--- src/rtl/add_wb_stage.sv ---
// add_wb_stage: writeback stage behind the rec_dub adder.
// It tracks destination tags through the adder's fixed latency and captures
// {tag, sum, cout} when each result emerges. Results are buffered in order and
// presented on a registered valid/ready head.
// A credit counter gates issue, so the buffer cannot overflow.
// Optional feature macro: ADD_WB_ZERO_FLAG_EN adds the wb_zero output.
module add_wb_stage #(
  parameter int unsigned WIDTH = 32,
  parameter int unsigned LAT   = 2,
  parameter int unsigned TAG_W = 5,
  parameter int unsigned DEPTH = 4
) (
  input  logic             clk,
  input  logic             rst,
  input  logic             issue_valid,
  input  logic [TAG_W-1:0] issue_tag,
  output logic             issue_ready,
  input  logic [WIDTH-1:0] sum,
  input  logic             cout,
  output logic             wb_valid,
  input  logic             wb_ready,
  output logic [TAG_W-1:0] wb_tag,
  output logic [WIDTH-1:0] wb_data,
  output logic             wb_carry,
`ifdef ADD_WB_ZERO_FLAG_EN
  output logic             wb_zero,
`endif
  output logic             busy
);

  localparam int unsigned PTR_W = (DEPTH > 1) ? $clog2(DEPTH) : 1;
  localparam int unsigned CNT_W = $clog2(DEPTH + 1);

  typedef struct packed {
    logic [TAG_W-1:0] tag;
    logic [WIDTH-1:0] data;
    logic             carry;
`ifdef ADD_WB_ZERO_FLAG_EN
    logic             zero;
`endif
  } entry_t;

  // Tag pipeline that shadows the adder
  logic [LAT-1:0]   pipe_vld;
  logic [TAG_W-1:0] pipe_tag [LAT];

  // Storage behind the registered head
  entry_t           mem [DEPTH];
  logic [PTR_W-1:0] wr_ptr;
  logic [PTR_W-1:0] rd_ptr;
  logic [CNT_W-1:0] st_cnt;

  // Head register and credits
  entry_t           head;
  logic             head_vld;
  logic [CNT_W-1:0] cnt;
  logic             room;

  // Combinational control
  logic             accept_c;
  logic             push_c;
  logic             pop_c;
  logic             head_load_c;
  logic             st_pop_c;
  logic             head_from_push_c;
  logic             st_push_c;
  logic [CNT_W-1:0] cnt_next_c;
  entry_t           new_entry_c;

  // Handshake decode, capture payload and credit next value
  always_comb begin
    accept_c         = issue_valid && issue_ready;
    push_c           = pipe_vld[LAT-1];
    pop_c            = head_vld && wb_ready;
    head_load_c      = !head_vld || pop_c;
    st_pop_c         = head_load_c && (st_cnt != '0);
    head_from_push_c = head_load_c && (st_cnt == '0) && push_c;
    st_push_c        = push_c && !head_from_push_c;

    new_entry_c       = '0;
    new_entry_c.tag   = pipe_tag[LAT-1];
    new_entry_c.data  = sum;
    new_entry_c.carry = cout;
`ifdef ADD_WB_ZERO_FLAG_EN
    new_entry_c.zero  = ({cout, sum} == '0);
`endif

    cnt_next_c = cnt;
    case ({accept_c, pop_c})
      2'b10:   cnt_next_c = cnt + CNT_W'(1);
      2'b01:   cnt_next_c = cnt - CNT_W'(1);
      default: cnt_next_c = cnt;
    endcase
  end

  // Shift {valid, tag} down the adder-latency pipeline every edge
  always_ff @(posedge clk) begin
    if (rst) begin
      pipe_vld <= '0;
      for (int i = 0; i < LAT; i++) pipe_tag[i] <= '0;
    end else begin
      pipe_vld[0] <= accept_c;
      pipe_tag[0] <= issue_tag;
      for (int i = 1; i < LAT; i++) begin
        pipe_vld[i] <= pipe_vld[i-1];
        pipe_tag[i] <= pipe_tag[i-1];
      end
    end
  end

  // Storage write; contents need no reset since pointers gate every read
  always_ff @(posedge clk) begin
    if (st_push_c) mem[wr_ptr] <= new_entry_c;
  end

  // Head refill: from storage first, else directly from the capture
  always_ff @(posedge clk) begin
    if (rst) begin
      head     <= '0;
      head_vld <= 1'b0;
      wr_ptr   <= '0;
      rd_ptr   <= '0;
      st_cnt   <= '0;
    end else begin
      if (head_load_c) begin
        if (st_pop_c) begin
          head     <= mem[rd_ptr];
          head_vld <= 1'b1;
        end else if (head_from_push_c) begin
          head     <= new_entry_c;
          head_vld <= 1'b1;
        end else begin
          head_vld <= 1'b0;
        end
      end
      if (st_pop_c)  rd_ptr <= rd_ptr + PTR_W'(1);
      if (st_push_c) wr_ptr <= wr_ptr + PTR_W'(1);
      case ({st_push_c, st_pop_c})
        2'b10:   st_cnt <= st_cnt + CNT_W'(1);
        2'b01:   st_cnt <= st_cnt - CNT_W'(1);
        default: st_cnt <= st_cnt;
      endcase
    end
  end

  // Credit counter and registered room flag; no path from wb_ready to issue_ready
  always_ff @(posedge clk) begin
    if (rst) begin
      cnt  <= '0;
      room <= 1'b1;
    end else begin
      cnt  <= cnt_next_c;
      room <= (cnt_next_c < CNT_W'(DEPTH));
    end
  end

  // Credits bound the total of in-flight plus buffered entries
  always_ff @(posedge clk) begin
    if (!rst) assert (cnt <= CNT_W'(DEPTH));
  end

  assign issue_ready = !rst && room;
  assign busy        = (cnt != '0);
  assign wb_valid    = head_vld;
  assign wb_tag      = head.tag;
  assign wb_data     = head.data;
  assign wb_carry    = head.carry;
`ifdef ADD_WB_ZERO_FLAG_EN
  assign wb_zero     = head.zero;
`endif

endmodule

--- config.mk ---
export PLATFORM = sky130hd
export DESIGN_NAME = add_wb_stage
export DESIGN_NICKNAME = d
export VERILOG_FILES = /design/src/rtl/add_wb_stage.sv
export SDC_FILE = /design/constraint.sdc
export NUM_CORES = 1
export LEC_CHECK = 0
export ABC_AREA = 0
export CORE_MARGIN = 2
export CORE_UTILIZATION = 50
export DETAILED_ROUTE_END_ITERATION = 12
export GPL_ROUTABILITY_DRIVEN = 0
export PLACE_DENSITY = 0.74
export SLEW_MARGIN = 0
export SYNTH_ARGS = -nofsm -noshare
export SYNTH_HDL_FRONTEND = slang
export SYNTH_SLANG_ARGS = --single-unit
--- constraint.sdc ---
create_clock -name clk -period 4 [get_ports clk]
set_clock_uncertainty 0.15 [all_clocks]
set_input_delay 1 -clock clk [delete_from_list [all_inputs] [get_ports clk]]
set_output_delay 1 -clock clk [all_outputs]
set_load 0.05 [all_outputs]
==> flow_metrics.py, run 1 <==
metrics = {
    "timing": {
        "max_slew_margin_pct": 36.7,
        "finalCritPeriodShare_pct": 81.7,
        "final_period_minus_worst_setup_slack_ps": 3270,
        "maxClockFrequency_mhz": 306,
        "slew_violations": 0,
        "report.final.hold_viol_count": 0,
        "tns_ps": 0,
        "setup_viol": 0,
        "unrepaired_setup_endpoints_after_global_routing": "false",
        "post-route-worst-setup-slack_ps": 731,
        "worst-slew-pin-transition_ps": 950,
    },
    "route": {
        "vias": 4751,
        "route.final.wire_length_mm": 17.1,
        "wl_per_cell_um": 20.4,
        "ant_nets": 0,
        "drc": 0,
        "number_of_vias_per_cell": 5.68,
        "dr.pass1.iters": 4,
        "drtIter0Drc": 369,
    },
    "worst_setup_path": {
        "critical_path.n_buffers_inverters": 2,
        "worst_path_dominant_cell_family": "buffers and inverters",
        "timing.rr.end": "wb_data[19]",
        "rr_worst_depth": 4,
        "reg2reg_from": "st_cnt[0]",
        "cp_data_arrival_time_ps": 2120,
        "worst-path-stages": 3,
        "crit_start_category": "input pin",
        "setup.worst_path.class": "in2out",
        "critPathCaptureType": "output pin",
        "cp_slowest_stage_delay_ps": 830,
        "worst_path_required_ps": 2850,
        "crit_path_max_fanout": 2,
        "critPathSlowestCell": "sky130_fd_sc_hd__clkdlybuf4s50_1",
        "cp_cell_sequence": "buf_4, nor2b_1, clkdlybuf4s50_1",
        "reg2reg_slack_ps": 1510,
    },
    "final_layout": {
        "register_area_mm2": 0.00585,
        "fillerInstances": 1239,
        "multiInputGateArea_mm2": 0.00244,
        "layout-drive-gt1-share_pct": 19.8,
        "area_delta_synth_final_pct": 19.1,
        "num-nets-final": 648,
        "insertedDiodeCount": 0,
    },
    "placed_design": {
        "hpwl_mm": 9.85,
        "place_ws_ps": 514,
        "portBuffers": 82,
    },
    "synth": {
        "synth_seq_cells": 216,
        "asr_flop_ratio_synth_pct": 0,
        "synth_largest_type_area_fraction_pct": 52.5,
        "synth_adder_area_share_pct": 1.32,
        "dominantRegCellSynth": "sky130_fd_sc_hd__edfxtp_1",
        "synth_area_leader_cell": "sky130_fd_sc_hd__edfxtp_1",
        "post_synth_num_cell_types": 37,
        "simple_gate_portion_of_the_synthesized_area_pct": 4.75,
        "mappedNetlistNets": 564,
        "synth.top_cells.by_area": "sky130_fd_sc_hd__edfxtp_1, sky130_fd_sc_hd__dfxtp_1, sky130_fd_sc_hd__mux4_1, sky130_fd_sc_hd__a2111oi_2, sky130_fd_sc_hd__mux4_2",
        "synth_top_family_by_area": "multiplexers",
        "number_of_enable_type_register_cells_in_the_synthesized_netlist": 152,
        "synthesis.area_per_instance_um2": 16.9,
        "synthesized_cell_area_mm2": 0.00870,
        "synthesis.yosys.warnings": 0,
        "synth-xor-area-share_pct": 0.403,
        "synth-compound-area-share_pct": 10.1,
        "multiplexer_area_fraction_after_synthesis_pct": 11.3,
        "synthCells": 514,
        "synth_common_cells": "sky130_fd_sc_hd__edfxtp_1, sky130_fd_sc_hd__dfxtp_1, sky130_fd_sc_hd__inv_1",
        "sequential_cell_area_fraction_in_the_yosys_report_pct": 67.2,
        "synth.most_common_cell": "sky130_fd_sc_hd__edfxtp_1",
    },
    "power_and_ir_drop": {
        "clkPwrFrac_pct": 28.4,
        "switching_power_w": 0.00222,
        "peakVddDrop_v": 0.000390,
        "report.power.total_w": 0.00674,
        "combinationalPowerShare_pct": 30.2,
        "power.density_mw_per_mm2": 651,
        "leakage_nw": 3.46,
        "swShare_pct": 32.9,
        "power.share.sequential_pct": 41.4,
        "internal_power_w": 0.00453,
    },
    "global_route": {
        "antenna_found_initial": 0,
        "grt_usage_pct": 19.2,
        "grt_max_degree": 66,
        "first_global_vias": 4994,
        "globalRouteOverflowTotal": 0,
        "first_pass_grt_wire_length_mm": 27.0,
    },
    "clock_network": {
        "htree_levels": 1,
        "clk_pin_slew_worst_paths_ps": 60,
        "post_cts_hold_buffer_count": 0,
        "clk_path_buf_depth": 3,
        "cts_setup_buffers": 0,
        "clk_root_buffer_cell": "sky130_fd_sc_hd__clkbuf_16",
        "post_cts_resized": 0,
        "clock_latency_ps": 490,
        "cts_num_sinks": 216,
        "cts-buffers-inserted": 21,
        "cts_tree": "done",
    },
    "hold_path": {
        "worst_hold_startpoint": "pipe_vld[0]",
        "worst_hold_path_type": "reg2reg",
        "hold_depth": 1,
        "worst_hold_path.endpoint": "pipe_vld[1]",
    },
    "floorplan": {
        "floorplan.die.width_um": 136,
        "die_y_um": 136,
        "core_area_mm2": 0.0172,
        "initial_core_util_pct": 50.6,
        "count_of_standard_cell_rows": 48,
        "overall_die_area_mm2": 0.0185,
        "top_level_ports": 83,
    },
    "job": {
        "timing.max_cap.violations": 0,
    },
    "outcome": {
        "outcome": "completed",
    },
}
power by group through the flow:
stage                     Combinational (W)  Sequential (W)  Clock [W]
after CTS                           0.00206         0.00280    0.00195
after floorplan                     0.00113         0.00322          0
final                               0.00204         0.00279    0.00191
after global placement              0.00201         0.00284          0
after global routing                0.00217         0.00282    0.00203
after detailed placement            0.00204         0.00284          0
flip-flops by register name (all words and copies together), names as in the netlist, 2 cells and up, named ones only:
name      count
wb_data      32
wr_ptr        2
pipe_vld      2
cnt           2
st_cnt        3
pipe_tag     10
rd_ptr        2
wb_tag        5
mem         152
cells by family (layout without fill, tap and decap cells):
| group | Yosys count | after routing |
|---|---|---|
| compound gates | 89 | 89 |
| buf+inv | 80 | 178 |
| simple gates | 76 | 76 |
| xor+xnor | 4 | 4 |
| mux | 41 | 41 |
| fa+ha+maj | 8 | 8 |
| flops | 216 | 216 |
layout make-up:
type | instances | share of cell area, %
clock buffer | 25 | 5.31
multi-input combinational | 218 | 23.6
tap | 225 | 2.72
clock inverter | 12 | 1.11
sequential | 216 | 56.4
timing repair buffer | 97 | 9.23
inverter | 44 | 1.59
stage by stage:
stage / std cells / cell area, µm² / hold slack (ps) / utilization, %
floorplan: 514 / 8700 / 264 / -
global placement: 800 / 9700 / 274 / 56.4
detailed placement: 800 / 9700 / 275 / 56.4
CTS: 837 / 10400 / 290 / 60.3
global route: 837 / 10400 / 301 / 60.3
finish: 837 / 10400 / 289 / 60.3
layout by cell type (no fill, tap or decap), types with 3 or more instances in the layout:
| cell | Yosys | layout |
|---|---|---|
| sky130_fd_sc_hd__mux4_2 | 12 | 12 |
| sky130_fd_sc_hd__clkbuf_1 | 9 | 3 |
| sky130_fd_sc_hd__buf_4 | 7 | 14 |
| sky130_fd_sc_hd__nor2b_1 | 13 | 12 |
| sky130_fd_sc_hd__a2111oi_2 | 29 | 29 |
| sky130_fd_sc_hd__clkbuf_16 | 0 | 21 |
| sky130_fd_sc_hd__nor3_1 | 39 | 39 |
| sky130_fd_sc_hd__clkinv_1 | 0 | 3 |
| sky130_fd_sc_hd__dfxtp_1 | 64 | 62 |
| sky130_fd_sc_hd__ha_1 | 6 | 6 |
| sky130_fd_sc_hd__mux4_1 | 26 | 26 |
| sky130_fd_sc_hd__inv_1 | 44 | 44 |
| sky130_fd_sc_hd__o21ai_0 | 3 | 3 |
| sky130_fd_sc_hd__or3_1 | 5 | 5 |
| sky130_fd_sc_hd__a2111oi_1 | 9 | 9 |
| sky130_fd_sc_hd__clkdlybuf4s50_1 | 0 | 81 |
| sky130_fd_sc_hd__clkinv_2 | 0 | 4 |
| sky130_fd_sc_hd__a21oi_2 | 20 | 20 |
| sky130_fd_sc_hd__a21oi_1 | 22 | 22 |
| sky130_fd_sc_hd__and2_2 | 0 | 4 |
| sky130_fd_sc_hd__edfxtp_1 | 152 | 152 |
| sky130_fd_sc_hd__nor2_1 | 9 | 9 |
per-layer routing:
layer,vias up,global-route usage [%],share of wire (%)
li1,2184,-,-
met2,159,32.5,49
met1,2383,25.7,41
met3,25,3.09,7.6
met4,0,6.25,1.7
met5,-,0,0
worst max-delay path by stage:
| stage | endpoint | slack [ps] | from |
|---|---|---|---|
| 3_5_place_dp | st_cnt[2] | 510 | wb_ready |
| 6_report | issue_ready | 730 | rst |
| 5_1_grt | issue_ready | 680 | rst |
| 4_1_cts | issue_ready | 720 | rst |
| 2_1_floorplan | room | 320 | rst |
| 3_3_place_gp | st_cnt[2] | 550 | wb_ready |
No activity file was read; power rests on OpenSTA's default activity.
==> run 2: changes to the inputs <==
Clock period 4 ns to 3.09 ns, I/O delays scaled along.
==> flow_metrics.py, run 2 (synthesis gave the netlist of run 1 again) <==
metrics = {
    "global_route": {
        "first_global_vias": 5103,
        "first_pass_grt_wire_length_mm": 27.8,
        "grt_usage_pct": 19.8,
        "antenna_found_initial": 0,
        "globalRouteOverflowTotal": 0,
        "grt_max_degree": 64,
    },
    "worst_setup_path": {
        "cp-startpoint": "cnt[0]",
        "cp_data_arrival_time_ps": 1920,
        "setup.worst_path.class": "reg2out",
        "crit_start_category": "register",
        "reg2reg_from": "st_cnt[0]",
        "worst_path_required_ps": 2170,
        "critPathCaptureType": "output pin",
        "crit_path_max_fanout": 3,
    },
    "power_and_ir_drop": {
        "peakVddDrop_v": 0.000540,
        "leakage_nw": 3.52,
        "power.density_mw_per_mm2": 841,
    },
    "final_layout": {
        "layout-drive-gt1-share_pct": 21.0,
        "num-nets-final": 654,
        "insertedDiodeCount": 0,
        "largest_reg_flops": 152,
        "most-common-layout-cells": "sky130_fd_sc_hd__edfxtp_1, sky130_fd_sc_hd__clkdlybuf4s50_1, sky130_fd_sc_hd__dfxtp_1",
        "top_register": "mem",
        "mostFrequentLayoutCell": "sky130_fd_sc_hd__edfxtp_1",
        "final_design_area_no_fill_mm2": 0.0104,
        "area_delta_synth_final_pct": 20.0,
    },
    "timing": {
        "final_period_minus_worst_setup_slack_ps": 2850,
        "unrepaired_setup_endpoints_after_global_routing": "false",
        "maxClockFrequency_mhz": 351,
        "slew_violations": 0,
        "setup_viol": 0,
        "finalCritPeriodShare_pct": 92.1,
        "tns_ps": 0,
        "worst-slew-pin-transition_ps": 915,
        "report.final.hold_viol_count": 0,
        "max_slew_margin_pct": 39.0,
    },
    "clock_network": {
        "clk_path_buf_depth": 3,
        "htree_levels": 1,
        "post_cts_resized": 0,
        "cts_tree": "done",
        "cts_num_sinks": 216,
        "cts-buffers-inserted": 21,
        "cts_setup_buffers": 0,
        "clk_pin_slew_worst_paths_ps": 60,
        "post_cts_hold_buffer_count": 0,
        "clk_root_buffer_cell": "sky130_fd_sc_hd__clkbuf_16",
        "clock_latency_ps": 490,
    },
    "floorplan": {
        "top_level_ports": 83,
        "overall_die_area_mm2": 0.0185,
        "count_of_standard_cell_rows": 48,
        "initial_core_util_pct": 50.6,
        "die_y_um": 136,
        "core_area_mm2": 0.0172,
        "floorplan.die.width_um": 136,
    },
    "placed_design": {
        "placement.cell_area_mm2": 0.00977,
        "portBuffers": 82,
        "hpwl_mm": 10.3,
    },
    "route": {
        "vias": 4822,
        "route.final.wire_length_mm": 18.0,
        "ant_nets": 0,
        "number_of_vias_per_cell": 5.72,
        "dr.pass1.iters": 4,
        "drc": 0,
        "wl_per_cell_um": 21.3,
        "drtIter0Drc": 326,
    },
    "job": {
        "timing.max_cap.violations": 0,
    },
    "hold_path": {
        "worst_hold_startpoint": "pipe_vld[0]",
        "worst_hold_path_type": "reg2reg",
    },
    "outcome": {
        "outcome": "completed",
    },
}
-- run 2: critical path, cell delays in order (launching register included) --
cell                              delay (ps)
sky130_fd_sc_hd__dfxtp_1                 350
sky130_fd_sc_hd__or3_1                   380
sky130_fd_sc_hd__clkdlybuf4s50_1         710
-- run 2: per-layer routing --
metal	global-route usage [%]	vias up	share of wire, %
li1	-	2196	-
met1	25.9	2461	42
met2	34.7	139	51
met3	2.68	26	5.4
met4	5.84	0	1.7
met5	0	-	0
-- run 2: metrics by stage --
| stage | power (W) | setup slack (ps) | util (%) | std cells | hold WS [ps] |
|---|---|---|---|---|---|
| finish | 0.00878 | 243 | 60.8 | 843 | 289 |
| CTS | 0.00883 | 227 | 60.8 | 843 | 288 |
| detailed placement | 0.00638 | -95.2 | 56.9 | 806 | 277 |
| global route | 0.00912 | 203 | 60.8 | 843 | 311 |
| global placement | 0.00630 | 87.7 | 56.9 | 806 | 272 |
| floorplan | 0.00564 | 86.0 | - | 514 | 264 |
-- run 2: worst paths after layout --
check,to,slack (ps),depth (start not counted)
min reg2reg,pipe_vld[1],290,1
max reg2reg,st_cnt[2],710,8
min,pipe_vld[1],290,1
max,busy,240,2
-- run 2: final cells by class --
| cell class | count | area (µm²) |
|---|---|---|
| well taps | 225 | 282 |
| multi-input cells | 218 | 2450 |
| clock buffers | 27 | 589 |
| flip-flops and latches | 216 | 5850 |
| clock inverters | 10 | 77.6 |
| inverters | 44 | 165 |
| fillers | 1298 | 6740 |
| repair buffers | 103 | 1020 |
-- run 2: power breakdown --
part | total, W | internal (W) | switching (W)
Clock | 0.00247 | 0.00143 | 0.00103
Combinational | 0.00268 | 0.00107 | 0.00161
Sequential | 0.00363 | 0.00337 | 0.000256
Total | 0.00878 | 0.00587 | 0.00290
